[src/rtl/imem_axi_rd_slave_pkg.sv]
// Shared types for the instruction-memory AXI-lite read responder: response codes,
// FSM encoding, address map defaults and the random-delay LFSR step.
package imem_axi_rd_slave_pkg;

    typedef enum logic [1:0] {
        RESP_OKAY   = 2'b00,
        RESP_SLVERR = 2'b10,
        RESP_DECERR = 2'b11
    } resp_e;

    typedef enum logic [1:0] {
        ST_IDLE,
        ST_WAIT,
        ST_CAPT,
        ST_RESP
    } state_e;

    localparam logic [31:0] DEF_BASE_ADDR  = 32'h8000_0000;
    localparam logic [31:0] DEF_SIZE_BYTES = 32'h0800_0000;

    // Wide enough for LATENCY (max 15) plus up to 3 random extra cycles
    localparam int CNT_W = 5;

    localparam logic [7:0] LFSR_SEED = 8'hA5;

    // Fibonacci step for x^8+x^6+x^5+x^4+1
    function automatic logic [7:0] lfsr_next(input logic [7:0] s);
        return {s[6:0], s[7] ^ s[5] ^ s[4] ^ s[3]};
    endfunction

endpackage

[src/rtl/imem_ar_buf.sv]
// One-entry AR holding register: address, response class and extra delay of a posted fetch.
// Push and pop are never requested together (push needs !full, pop needs full).
module imem_ar_buf
    import imem_axi_rd_slave_pkg::*;
#(
    parameter int ADDR_W = 32
) (
    input  logic              clk,
    input  logic              rst,
    input  logic              push,
    input  logic [ADDR_W-1:0] push_addr,
    input  resp_e             push_resp,
    input  logic [1:0]        push_xtra,
    input  logic              pop,
    output logic              full,
    output logic [ADDR_W-1:0] addr,
    output resp_e             resp,
    output logic [1:0]        xtra
);

    always_ff @(posedge clk or posedge rst) begin
        if (rst) begin
            full <= 1'b0;
            addr <= '0;
            resp <= RESP_OKAY;
            xtra <= 2'b00;
        end else begin
            if (push) begin
                full <= 1'b1;
                addr <= push_addr;
                resp <= push_resp;
                xtra <= push_xtra;
            end else if (pop) begin
                full <= 1'b0;
            end
        end
    end

endmodule

[src/rtl/imem_axi_rd_slave.sv]
// AXI-lite AR/R responder for instruction memory with programmable latency and a one-entry AR buffer.
// Define IMEM_RAND_DELAY_EN to add 0..3 LFSR-driven extra wait cycles per request.
module imem_axi_rd_slave
    import imem_axi_rd_slave_pkg::*;
#(
    parameter int                ADDR_W     = 32,
    parameter int                DATA_W     = 64,
    parameter int                LATENCY    = 1,
    parameter logic [ADDR_W-1:0] BASE_ADDR  = ADDR_W'(DEF_BASE_ADDR),
    parameter logic [ADDR_W-1:0] SIZE_BYTES = ADDR_W'(DEF_SIZE_BYTES)
) (
    input  logic              clk,
    input  logic              rst,
    input  logic              ARVALID,
    output logic              ARREADY,
    input  logic [ADDR_W-1:0] ARADDR,
    output logic              RVALID,
    input  logic              RREADY,
    output logic [DATA_W-1:0] RDATA,
    output logic [1:0]        RRESP,
    output logic              mem_ren,
    output logic [ADDR_W-1:0] mem_raddr,
    input  logic [DATA_W-1:0] mem_rdata
);

    localparam logic [ADDR_W:0] BASE_X = {1'b0, BASE_ADDR};
    localparam logic [ADDR_W:0] SIZE_X = {1'b0, SIZE_BYTES};

    state_e             state_q, state_d;
    logic [CNT_W-1:0]   cnt_q, cnt_d;
    logic [ADDR_W-1:0]  cur_addr_q, addr_d;
    resp_e              cur_resp_q, resp_d;
    logic               rvalid_q, rvalid_d;
    logic [DATA_W-1:0]  rdata_q, rdata_d;
    resp_e              rresp_q, rresp_d;

    logic               ar_fire;
    logic [ADDR_W:0]    addr_x, off_x;
    resp_e              new_resp;
    logic [1:0]         new_xtra;

    logic               buf_push, buf_pop, buf_full;
    logic [ADDR_W-1:0]  buf_addr;
    resp_e              buf_resp;
    logic [1:0]         buf_xtra;

    function automatic logic [CNT_W-1:0] cnt_init(input logic [1:0] x);
        return CNT_W'(LATENCY) + CNT_W'(x);
    endfunction

    assign ARREADY = !rst && !buf_full;
    assign ar_fire = ARVALID && ARREADY;

    // Range check in ADDR_W+1 bits so BASE+SIZE near the top of the map cannot wrap
    assign addr_x = {1'b0, ARADDR};
    assign off_x  = addr_x - BASE_X;
    always_comb begin
        new_resp = RESP_OKAY;
        if (addr_x < BASE_X || off_x >= SIZE_X)
            new_resp = RESP_DECERR;
        else if (ARADDR[1:0] != 2'b00)
            new_resp = RESP_SLVERR;
    end

`ifdef IMEM_RAND_DELAY_EN
    logic [7:0] lfsr_q;

    always_ff @(posedge clk or posedge rst) begin
        if (rst)
            lfsr_q <= LFSR_SEED;
        else if (ar_fire)
            lfsr_q <= lfsr_next(lfsr_q);
    end

    assign new_xtra = lfsr_q[1:0];
`else
    assign new_xtra = 2'b00;
`endif

    imem_ar_buf #(.ADDR_W(ADDR_W)) u_ar_buf (
        .clk       (clk),
        .rst       (rst),
        .push      (buf_push),
        .push_addr (ARADDR),
        .push_resp (new_resp),
        .push_xtra (new_xtra),
        .pop       (buf_pop),
        .full      (buf_full),
        .addr      (buf_addr),
        .resp      (buf_resp),
        .xtra      (buf_xtra)
    );

    always_ff @(posedge clk or posedge rst) begin
        if (rst) begin
            state_q    <= ST_IDLE;
            cnt_q      <= '0;
            cur_addr_q <= '0;
            cur_resp_q <= RESP_OKAY;
            rvalid_q   <= 1'b0;
            rdata_q    <= '0;
            rresp_q    <= RESP_OKAY;
        end else begin
            state_q    <= state_d;
            cnt_q      <= cnt_d;
            cur_addr_q <= addr_d;
            cur_resp_q <= resp_d;
            rvalid_q   <= rvalid_d;
            rdata_q    <= rdata_d;
            rresp_q    <= rresp_d;
        end
    end

    always_comb begin
        state_d  = state_q;
        cnt_d    = cnt_q;
        addr_d   = cur_addr_q;
        resp_d   = cur_resp_q;
        rvalid_d = rvalid_q;
        rdata_d  = rdata_q;
        rresp_d  = rresp_q;
        buf_push = 1'b0;
        buf_pop  = 1'b0;
        mem_ren  = 1'b0;
        case (state_q)
            ST_IDLE: begin
                if (ar_fire) begin
                    state_d = ST_WAIT;
                    addr_d  = ARADDR;
                    resp_d  = new_resp;
                    cnt_d   = cnt_init(new_xtra);
                end
            end
            ST_WAIT: begin
                buf_push = ar_fire;
                if (cnt_q != '0) begin
                    cnt_d = cnt_q - CNT_W'(1);
                end else begin
                    mem_ren = (cur_resp_q == RESP_OKAY);
                    state_d = ST_CAPT;
                end
            end
            ST_CAPT: begin
                buf_push = ar_fire;
                rdata_d  = (cur_resp_q == RESP_OKAY) ? mem_rdata : '0;
                rvalid_d = 1'b1;
                rresp_d  = cur_resp_q;
                state_d  = ST_RESP;
            end
            ST_RESP: begin
                if (RREADY) begin
                    rvalid_d = 1'b0;
                    if (buf_full) begin
                        buf_pop = 1'b1;
                        state_d = ST_WAIT;
                        addr_d  = buf_addr;
                        resp_d  = buf_resp;
                        cnt_d   = cnt_init(buf_xtra);
                    end else if (ar_fire) begin
                        // Keep IDLE's empty-buffer invariant: a fetch arriving on the
                        // closing handshake starts directly instead of being parked
                        state_d = ST_WAIT;
                        addr_d  = ARADDR;
                        resp_d  = new_resp;
                        cnt_d   = cnt_init(new_xtra);
                    end else begin
                        state_d = ST_IDLE;
                    end
                end else begin
                    buf_push = ar_fire;
                end
            end
            default: state_d = ST_IDLE;
        endcase
    end

    assign RVALID    = rvalid_q;
    assign RDATA     = rdata_q;
    assign RRESP     = rresp_q;
    assign mem_raddr = {cur_addr_q[ADDR_W-1:3], 3'b000};

endmodule

[config.mk]
export PLATFORM = sky130hd
export DESIGN_NAME = imem_axi_rd_slave
export DESIGN_NICKNAME = d
export VERILOG_FILES = /design/src/rtl/imem_axi_rd_slave_pkg.sv /design/src/rtl/imem_ar_buf.sv /design/src/rtl/imem_axi_rd_slave.sv
export SDC_FILE = /design/constraint.sdc
export NUM_CORES = 1
export LEC_CHECK = 0
export ABC_AREA = 1
export BUFFER_PORTS_ARGS = -buffer_cell sky130_fd_sc_hd__buf_2
export CAP_MARGIN = 5
export CORE_MARGIN = 5
export CORE_UTILIZATION = 30
export CTS_CLUSTER_SIZE = 25
export DETAILED_ROUTE_END_ITERATION = 8
export PLACE_DENSITY_LB_ADDON = 0.12
export SYNTH_ARGS = -nofsm -noshare
export SYNTH_HDL_FRONTEND = slang
export SYNTH_SLANG_ARGS = --single-unit
[constraint.sdc]
create_clock -name clk -period 5.9 [get_ports clk]
set_clock_uncertainty 0.15 [all_clocks]
set_input_delay 0.59 -clock clk [delete_from_list [all_inputs] [get_ports clk]]
set_output_delay 0.59 -clock clk [all_outputs]
set_load 0.02 [all_outputs]
==> impl_metrics.py, run 1 <==
metrics = {
    "run_status": {
        "status": "finished clean",
    },
    "hold_path": {
        "hp-class": "input pin to asynchronous set/reset pin",
    },
    "clock_network": {
        "numCtsBuffers": 17,
        "htreeDepth": 4,
        "clk_latency_ps": 420,
        "cts_tree": "yes",
        "cts_setup_buffers": 0,
        "cts.repair.resized": 0,
        "cts_sinks": 137,
        "clk_pin_slew_ps": 70,
        "hold_buffers": 0,
        "cts_buffer_depth": 2,
        "cts-root-buf": "clkbuf_16",
    },
    "global_route": {
        "grt_overflow_total": 0,
        "grt_pass1_vias": 5207,
        "track_usage_pct": 14.2,
        "grt_max_degree": 76,
        "grt_pass1_wl_um": 26900,
        "grt_antenna_before_repair": 2,
    },
    "setup_path": {
        "r2r-start": "state_q[0]$_DFFE_PP0P_",
        "worst_setup_path_end_kind": "output pin",
        "critPathMaxFanout": 7,
        "worstPathArrival_ps": 1920,
        "crit_path_start": "state_q[1]$_DFFE_PP0P_",
        "crit_family": "simple AND/OR/NAND/NOR gates",
        "crit_type": "flop to output pin",
        "path_cells": "inv_1 > ha_1 > nand4_1 > nor3_1 > buf_2",
        "endpoint": "mem_ren",
        "required_ps": 5160,
        "critPathMaxStageDelay_ps": 420,
        "cp-start-kind": "flop",
        "critical_path_depth": 5,
        "r2r_end": "cur_addr_q[31]$_DFFE_PP0P_",
        "rrSetupSlack_ps": 3330,
        "crit_slowest_cell": "dfrtp_1",
        "cp_num_buf_inv": 2,
        "ff2ff_path_depth": 8,
    },
    "final_layout": {
        "drive_gt1_share_pct": 36.7,
        "final_cells": 1052,
        "utilization_pct": 39.3,
        "final_nets": 877,
        "syn_to_final_growth_pct": 28.1,
    },
    "yosys": {
        "synth_top_area_share_pct": 56.8,
        "synthDistinctLibCells": 26,
        "synth_cells": 596,
        "seq_area_frac_synth_pct": 56.8,
        "synth_warnings": 0,
        "synth_edf_count": 0,
        "synth_top_area_cell": "dfrtp_1",
        "synth_ff_type": "dfrtp_1",
        "syn_area_um2": 6030,
        "yosys-top-cells-area": "dfrtp_1 (57%), a32o_1 (9.0%), nand2_1 (8.9%), o21ai_2 (6.2%), o21ai_0 (4.1%)",
        "ys_seq_elements": 137,
        "syn_area_per_cell_um2": 10.1,
        "async_flop_share_pct": 100,
    },
    "routing": {
        "dr.pass1.iters": 5,
        "route.detailed.drc": 0,
        "routed_wirelength_um": 16100,
        "initialDrtViolationCount": 183,
        "via_count": 5020,
        "ant_nets": 0,
        "via_per_inst": 4.77,
        "drt-wirelength-per-cell_um": 15.3,
    },
    "timing": {
        "post-route-period-util_pct": 45.1,
        "fmax_ghz": 0.376,
        "setup_tns_ps": 0,
        "drv_slew": 0,
        "fin_crit_ps": 2660,
        "hold_violations": 0,
        "tightest_slew_ps": 1210,
        "rsz0062_at_grt": "no",
        "setup_viol": 0,
        "slew_headroom_pct": 19.1,
    },
    "place": {
        "dp_hpwl_um": 10800,
        "io_buffers": 196,
        "place_congestion": 0.756,
        "post-place-cells": 1018,
    },
    "floorplanning": {
        "die_width_um": 152,
        "die_h_um": 152,
        "rows": 51,
        "start_util_pct": 30.7,
        "core_um2": 19700,
        "dieArea_um2": 23000,
        "ios": 201,
    },
    "pwr": {
        "switching_share_pct": 22.9,
        "p_int_mw": 1.64,
        "leakagePower_nw": 4.23,
        "power.density_nw_per_um2": 276,
        "vdd_drop_max_mv": 0.182,
        "seqPwrFrac_pct": 44.1,
        "switching_power_mw": 0.488,
        "combPwrFrac_pct": 3.5,
        "clock_power_share_pct": 52.4,
    },
    "job": {
        "cap_viol_max_count": 0,
    },
}
[worst reg2reg max path: stages, from the launching register on]
cell,delay [ps]
dfrtp_1,420
ha_1,370
nand2_4,530
nand2_4,100
nand2_2,80
buf_4,510
inv_1,90
o21ai_0,160
inv_1,50
[state kept, by name, summed over array words and instances, names as in the netlist]
register / flops
u_ar_buf.addr: 29
u_ar_buf.resp: 2
RVALID: 1
RRESP: 2
u_ar_buf.full: 1
cur_addr_q: 29
cnt_q: 5
cur_resp_q: 2
RDATA: 64
state_q: 2
[worst min-delay path by stage]
stage | startpoint | end | cells past startpoint
detailed placement | u_ar_buf.addr[23]$_DFFE_PP0P_ | u_ar_buf.addr[23]$_DFFE_PP0P_ | 2
finish | rst | RDATA[15]$_DFFE_PP0P_ | 2
CTS | rst | RDATA[16]$_DFFE_PP0P_ | 2
global placement | u_ar_buf.addr[20]$_DFFE_PP0P_ | u_ar_buf.addr[20]$_DFFE_PP0P_ | 2
global route | rst | u_ar_buf.full$_DFFE_PP0P_ | 2
floorplan | u_ar_buf.addr[31]$_DFFE_PP0P_ | u_ar_buf.addr[31]$_DFFE_PP0P_ | 2
[final cells by class]
type | count | area [µm²]
multi-input cells | 359 | 2120
flip-flops and latches | 137 | 3430
well taps | 265 | 332
diodes | 2 | 5.00
inverters | 59 | 226
clock buffers | 17 | 425
fillers | 2001 | 11900
clock inverters | 15 | 191
repair buffers | 198 | 996
[through the flow]
stage | power [mW] | instance area [µm²] | hold WS (ps) | setup slack, ps
finish | 2.13 | 7730 | 180 | 3240
detailed placement | 1.03 | 7100 | 313 | 3280
global placement | 1.03 | 7100 | 309 | 3250
CTS | 2.17 | 7720 | 190 | 3230
floorplan | 0.991 | 6040 | 299 | 1490
global route | 2.22 | 7730 | 241 | 2980
[synthesized netlist by cell type, types with 8 or more instances]
library cell and instances:
nand2_1 143, o21ai_2 43, o21ai_1 8, nand3_1 20, buf_2 11, inv_1 56
clkbuf_1 17, buf_6 11, a32o_1 54, nor2_1 14, dfrtp_1 137, o21ai_0 50
[layout by cell type, fill, tap and decap left out, types with 3 or more instances in the layout]
| master | count |
|---|---|
| a21oi_1 | 5 |
| a32o_1 | 54 |
| buf_2 | 196 |
| bufinv_16 | 3 |
| clkbuf_16 | 17 |
| clkinv_4 | 4 |
| conb_1 | 3 |
| dfrtp_1 | 137 |
| ha_1 | 5 |
| inv_1 | 53 |
| inv_2 | 5 |
| inv_6 | 5 |
| nand2_1 | 143 |
| nand2_4 | 5 |
| nand3_1 | 20 |
| nand4_1 | 3 |
| nor2_1 | 14 |
| o21ai_0 | 50 |
| o21ai_1 | 8 |
| o21ai_2 | 43 |
[power by group through the flow]
| stage | Clock, mW | Combinational (mW) | Sequential (mW) |
|---|---|---|---|
| global route | 1.19 | 0.0873 | 0.939 |
| CTS | 1.15 | 0.0771 | 0.939 |
| floorplan | 0 | 0.0338 | 0.957 |
| global placement | 0 | 0.0751 | 0.957 |
| detailed placement | 0 | 0.0769 | 0.957 |
| finish | 1.12 | 0.0749 | 0.939 |
[metal layers]
metal  vias up  global-route usage [%]  wire, µm
met3        26                    5.31      1130
li1       2374                       -         -
met5         -                       0         0
met2       180                    22.8      7580
met4         0                    5.65       372
met1      2440                    17.2      7020
[cells by family after synthesis]
group           after synthesis  synth area share [%]
flops                       137                  56.8
compound gates              162                  20.8
buf+inv                     102                  8.13
other cells                   1                0.0622
fa+ha+maj                     5                  1.04
simple gates                189                  13.1
No activity file was read; power rests on OpenSTA's default activity.
==> run 2, diff against run 1 <==
ABC_AREA = 0   (was 1)
clock period = 2.4 ns   (was 5.9 ns; I/O delays follow)
==> impl_metrics.py, run 2 <==
metrics = {
    "setup_path": {
        "worst_setup_path_end_kind": "output pin",
        "worstPathArrival_ps": 1860,
        "required_ps": 2010,
        "critPathMaxStageDelay_ps": 430,
        "crit_family": "simple AND/OR/NAND/NOR gates",
        "cp_num_buf_inv": 2,
        "cp-start-kind": "flop",
        "crit_slowest_cell": "dfrtp_1",
        "crit_type": "flop to output pin",
        "path_cells": "inv_1 > ha_1 > nand2b_1 > nor3_1 > nand2_1 > nor3_2 > buf_2",
        "critPathMaxFanout": 6,
    },
    "routing": {
        "route.detailed.drc": 0,
        "routed_wirelength_um": 15600,
        "drt-wirelength-per-cell_um": 14.3,
        "dr.pass1.iters": 6,
        "via_count": 4818,
        "initialDrtViolationCount": 163,
        "ant_nets": 0,
        "via_per_inst": 4.41,
    },
    "yosys": {
        "yosys-top-cells-area": "dfrtp_1 (60%), o21ai_0 (6.2%), mux2_2 (6.1%), mux2i_1 (5.0%), nand2_1 (4.8%)",
        "syn_area_per_cell_um2": 10.3,
        "seq_area_frac_synth_pct": 59.6,
        "synth_edf_count": 0,
        "synth_common_cells": "dfrtp_1 (137), nand2_1 (74), inv_1 (71), o21ai_0 (71), nor2_1 (36)",
        "synthDistinctLibCells": 36,
        "ys_seq_elements": 137,
        "synth_cells": 556,
        "synth_top_area_cell": "dfrtp_1",
        "synth_ff_type": "dfrtp_1",
        "async_flop_share_pct": 100,
        "syn_area_um2": 5750,
        "synth_warnings": 0,
        "yosysMostFrequentCell": "dfrtp_1",
        "synth_top_area_share_pct": 59.6,
    },
    "clock_network": {
        "cts_tree": "yes",
        "cts_setup_buffers": 0,
        "cts_sinks": 137,
        "cts-root-buf": "clkbuf_16",
        "cts_buffer_depth": 2,
        "clk_latency_ps": 410,
        "clk_pin_slew_ps": 60,
        "htreeDepth": 4,
        "numCtsBuffers": 17,
    },
    "final_layout": {
        "n_fill_cell": 1780,
        "layout_commonest_cell": "buf_2",
        "regArea_um2": 3430,
        "layout_common_cells": "buf_2 (196), dfrtp_1 (137), dlygate4sd3_1 (97)",
        "syn_to_final_growth_pct": 49.3,
        "drive_gt1_share_pct": 32.0,
        "multiInputGateArea_um2": 1940,
        "final_nets": 951,
        "n_antenna_cell": 0,
        "largest_reg_flops": 64,
    },
    "hold_path": {
        "hp-class": "input pin to flop",
    },
    "global_route": {
        "grt_overflow_total": 0,
        "grt_max_degree": 66,
        "track_usage_pct": 14.4,
        "grt_pass1_wl_um": 25500,
        "grt_pass1_vias": 5006,
        "grt_antenna_before_repair": 0,
    },
    "timing": {
        "drv_slew": 0,
        "fmax_ghz": 0.445,
        "hold_violations": 0,
        "whs_ps": 314,
        "setup_viol": 0,
        "post-route-period-util_pct": 93.7,
        "rsz0062_at_grt": "no",
        "tightest_slew_ps": 637,
        "slew_headroom_pct": 57.4,
        "setup_tns_ps": 0,
        "fin_ws_ps": 151,
        "fin_crit_ps": 2250,
    },
    "floorplanning": {
        "die_width_um": 148,
        "core_um2": 18800,
        "ios": 201,
        "start_util_pct": 30.7,
        "rows": 50,
        "dieArea_um2": 22000,
        "die_h_um": 148,
    },
    "place": {
        "io_buffers": 196,
        "place_ws_ps": 308,
        "place_congestion": 0.756,
        "dp_hpwl_um": 10600,
    },
    "pwr": {
        "vdd_drop_max_mv": 0.509,
        "power.density_nw_per_um2": 1070,
        "total_power_mw": 9.23,
        "leakagePower_nw": 4.21,
    },
    "job": {
        "cap_viol_max_count": 0,
    },
    "run_status": {
        "status": "finished clean",
    },
}
==> run 2: changes by cell type after synthesis, moves of 5 or more <==
cell	delta
a21oi_1	+25
o21ai_1	-6
nor2_1	+22
a32o_1	-54
nand2_4	-5
nand3_1	-18
clkbuf_1	-5
buf_6	-11
o21ai_2	-43
nand2_1	-69
o21ai_0	+21
inv_1	+15
mux2i_1	+29
mux2_2	+31
==> run 2: cell families (layout without fill, tap and decap cells) <==
| group | after synthesis | in the layout | share of synthesized area [%] |
|---|---|---|---|
| flip-flops | 137 | 137 | 59.6 |
| buffers and inverters | 104 | 405 | 7.39 |
| AND/OR/NAND/NOR | 131 | 131 | 9.59 |
| multiplexers | 60 | 60 | 11.1 |
| adder cells (fa/ha/maj) | 5 | 5 | 1.09 |
| AO/OA/AOI/OAI | 118 | 118 | 11.2 |
| other | 1 | 3 | 0.0652 |
==> run 2: through the flow <==
| step | cells | util, % | cell area, µm² |
|---|---|---|---|
| 2_1_floorplan | 558 | - | 5760 |
| 3_3_place_gp | 964 | 37.6 | 7050 |
| 3_5_place_dp | 964 | 37.6 | 7050 |
| 4_1_cts | 1093 | 45.7 | 8580 |
| 5_1_grt | 1093 | 45.8 | 8590 |
| 6_report | 1093 | 45.8 | 8590 |
==> run 2: routing by layer <==
metal | routed length (µm) | GRT usage [%] | part of all wire (%)
met1 | 7230 | 18.6 | 46
met3 | 1130 | 4.97 | 7.2
met4 | 196 | 4.62 | 1.3
met2 | 7060 | 22.7 | 45
met5 | 0 | 0 | 0
==> run 2: final timing paths <==
path | startpoint | slack, ps | depth (start not counted) | to
min in group asynchronous | rst | 340 | 3 | u_ar_buf.full$_DFFE_PP0P_
max | cnt_q[0]$_DFFE_PP0P_ | 150 | 7 | mem_ren
max in group asynchronous | rst | 1010 | 4 | u_ar_buf.addr[27]$_DFFE_PP0P_
min | ARVALID | 310 | 5 | state_q[0]$_DFFE_PP0P_
max reg2reg | cnt_q[0]$_DFFE_PP0P_ | 270 | 5 | state_q[1]$_DFFE_PP0P_
min reg2reg | u_ar_buf.resp[1]$_DFFE_PP0P_ | 340 | 2 | u_ar_buf.resp[1]$_DFFE_PP0P_
==> run 2: timing repair <==
item,4_1_cts,5_1_grt
hold buffers,97,0
endpoints found under the setup margin,0,1
hold endpoints to repair,144,0
resized for setup,0,1
==> run 2: area by class of cell <==
class                      count  share of cell area (%)
clock buffer                  18                    5.11
multi-input combinational    317                    22.6
inverter                      71                    3.15
timing repair buffer         302                    24.4
tap                          234                    3.41
sequential                   137                    39.9
clock inverter                14                    1.44
==> run 2: worst register-to-register path, cell delays in order, from the launching register on <==
cell and delay (ps):
dfrtp_1 430, inv_1 80, ha_1 190, or4b_1 560, a221oi_1 430, o21ai_0 160
==> run 2: report_power, final <==
| group | internal (mW) | leakage, nW | switching [mW] |
|---|---|---|---|
| logic | 1.34 | 2.21 | 1.88 |
| registers | 3.10 | 1.73 | 0.443 |
| clock network | 1.45 | 0.268 | 1.01 |
| total | 5.89 | 4.21 | 3.34 |
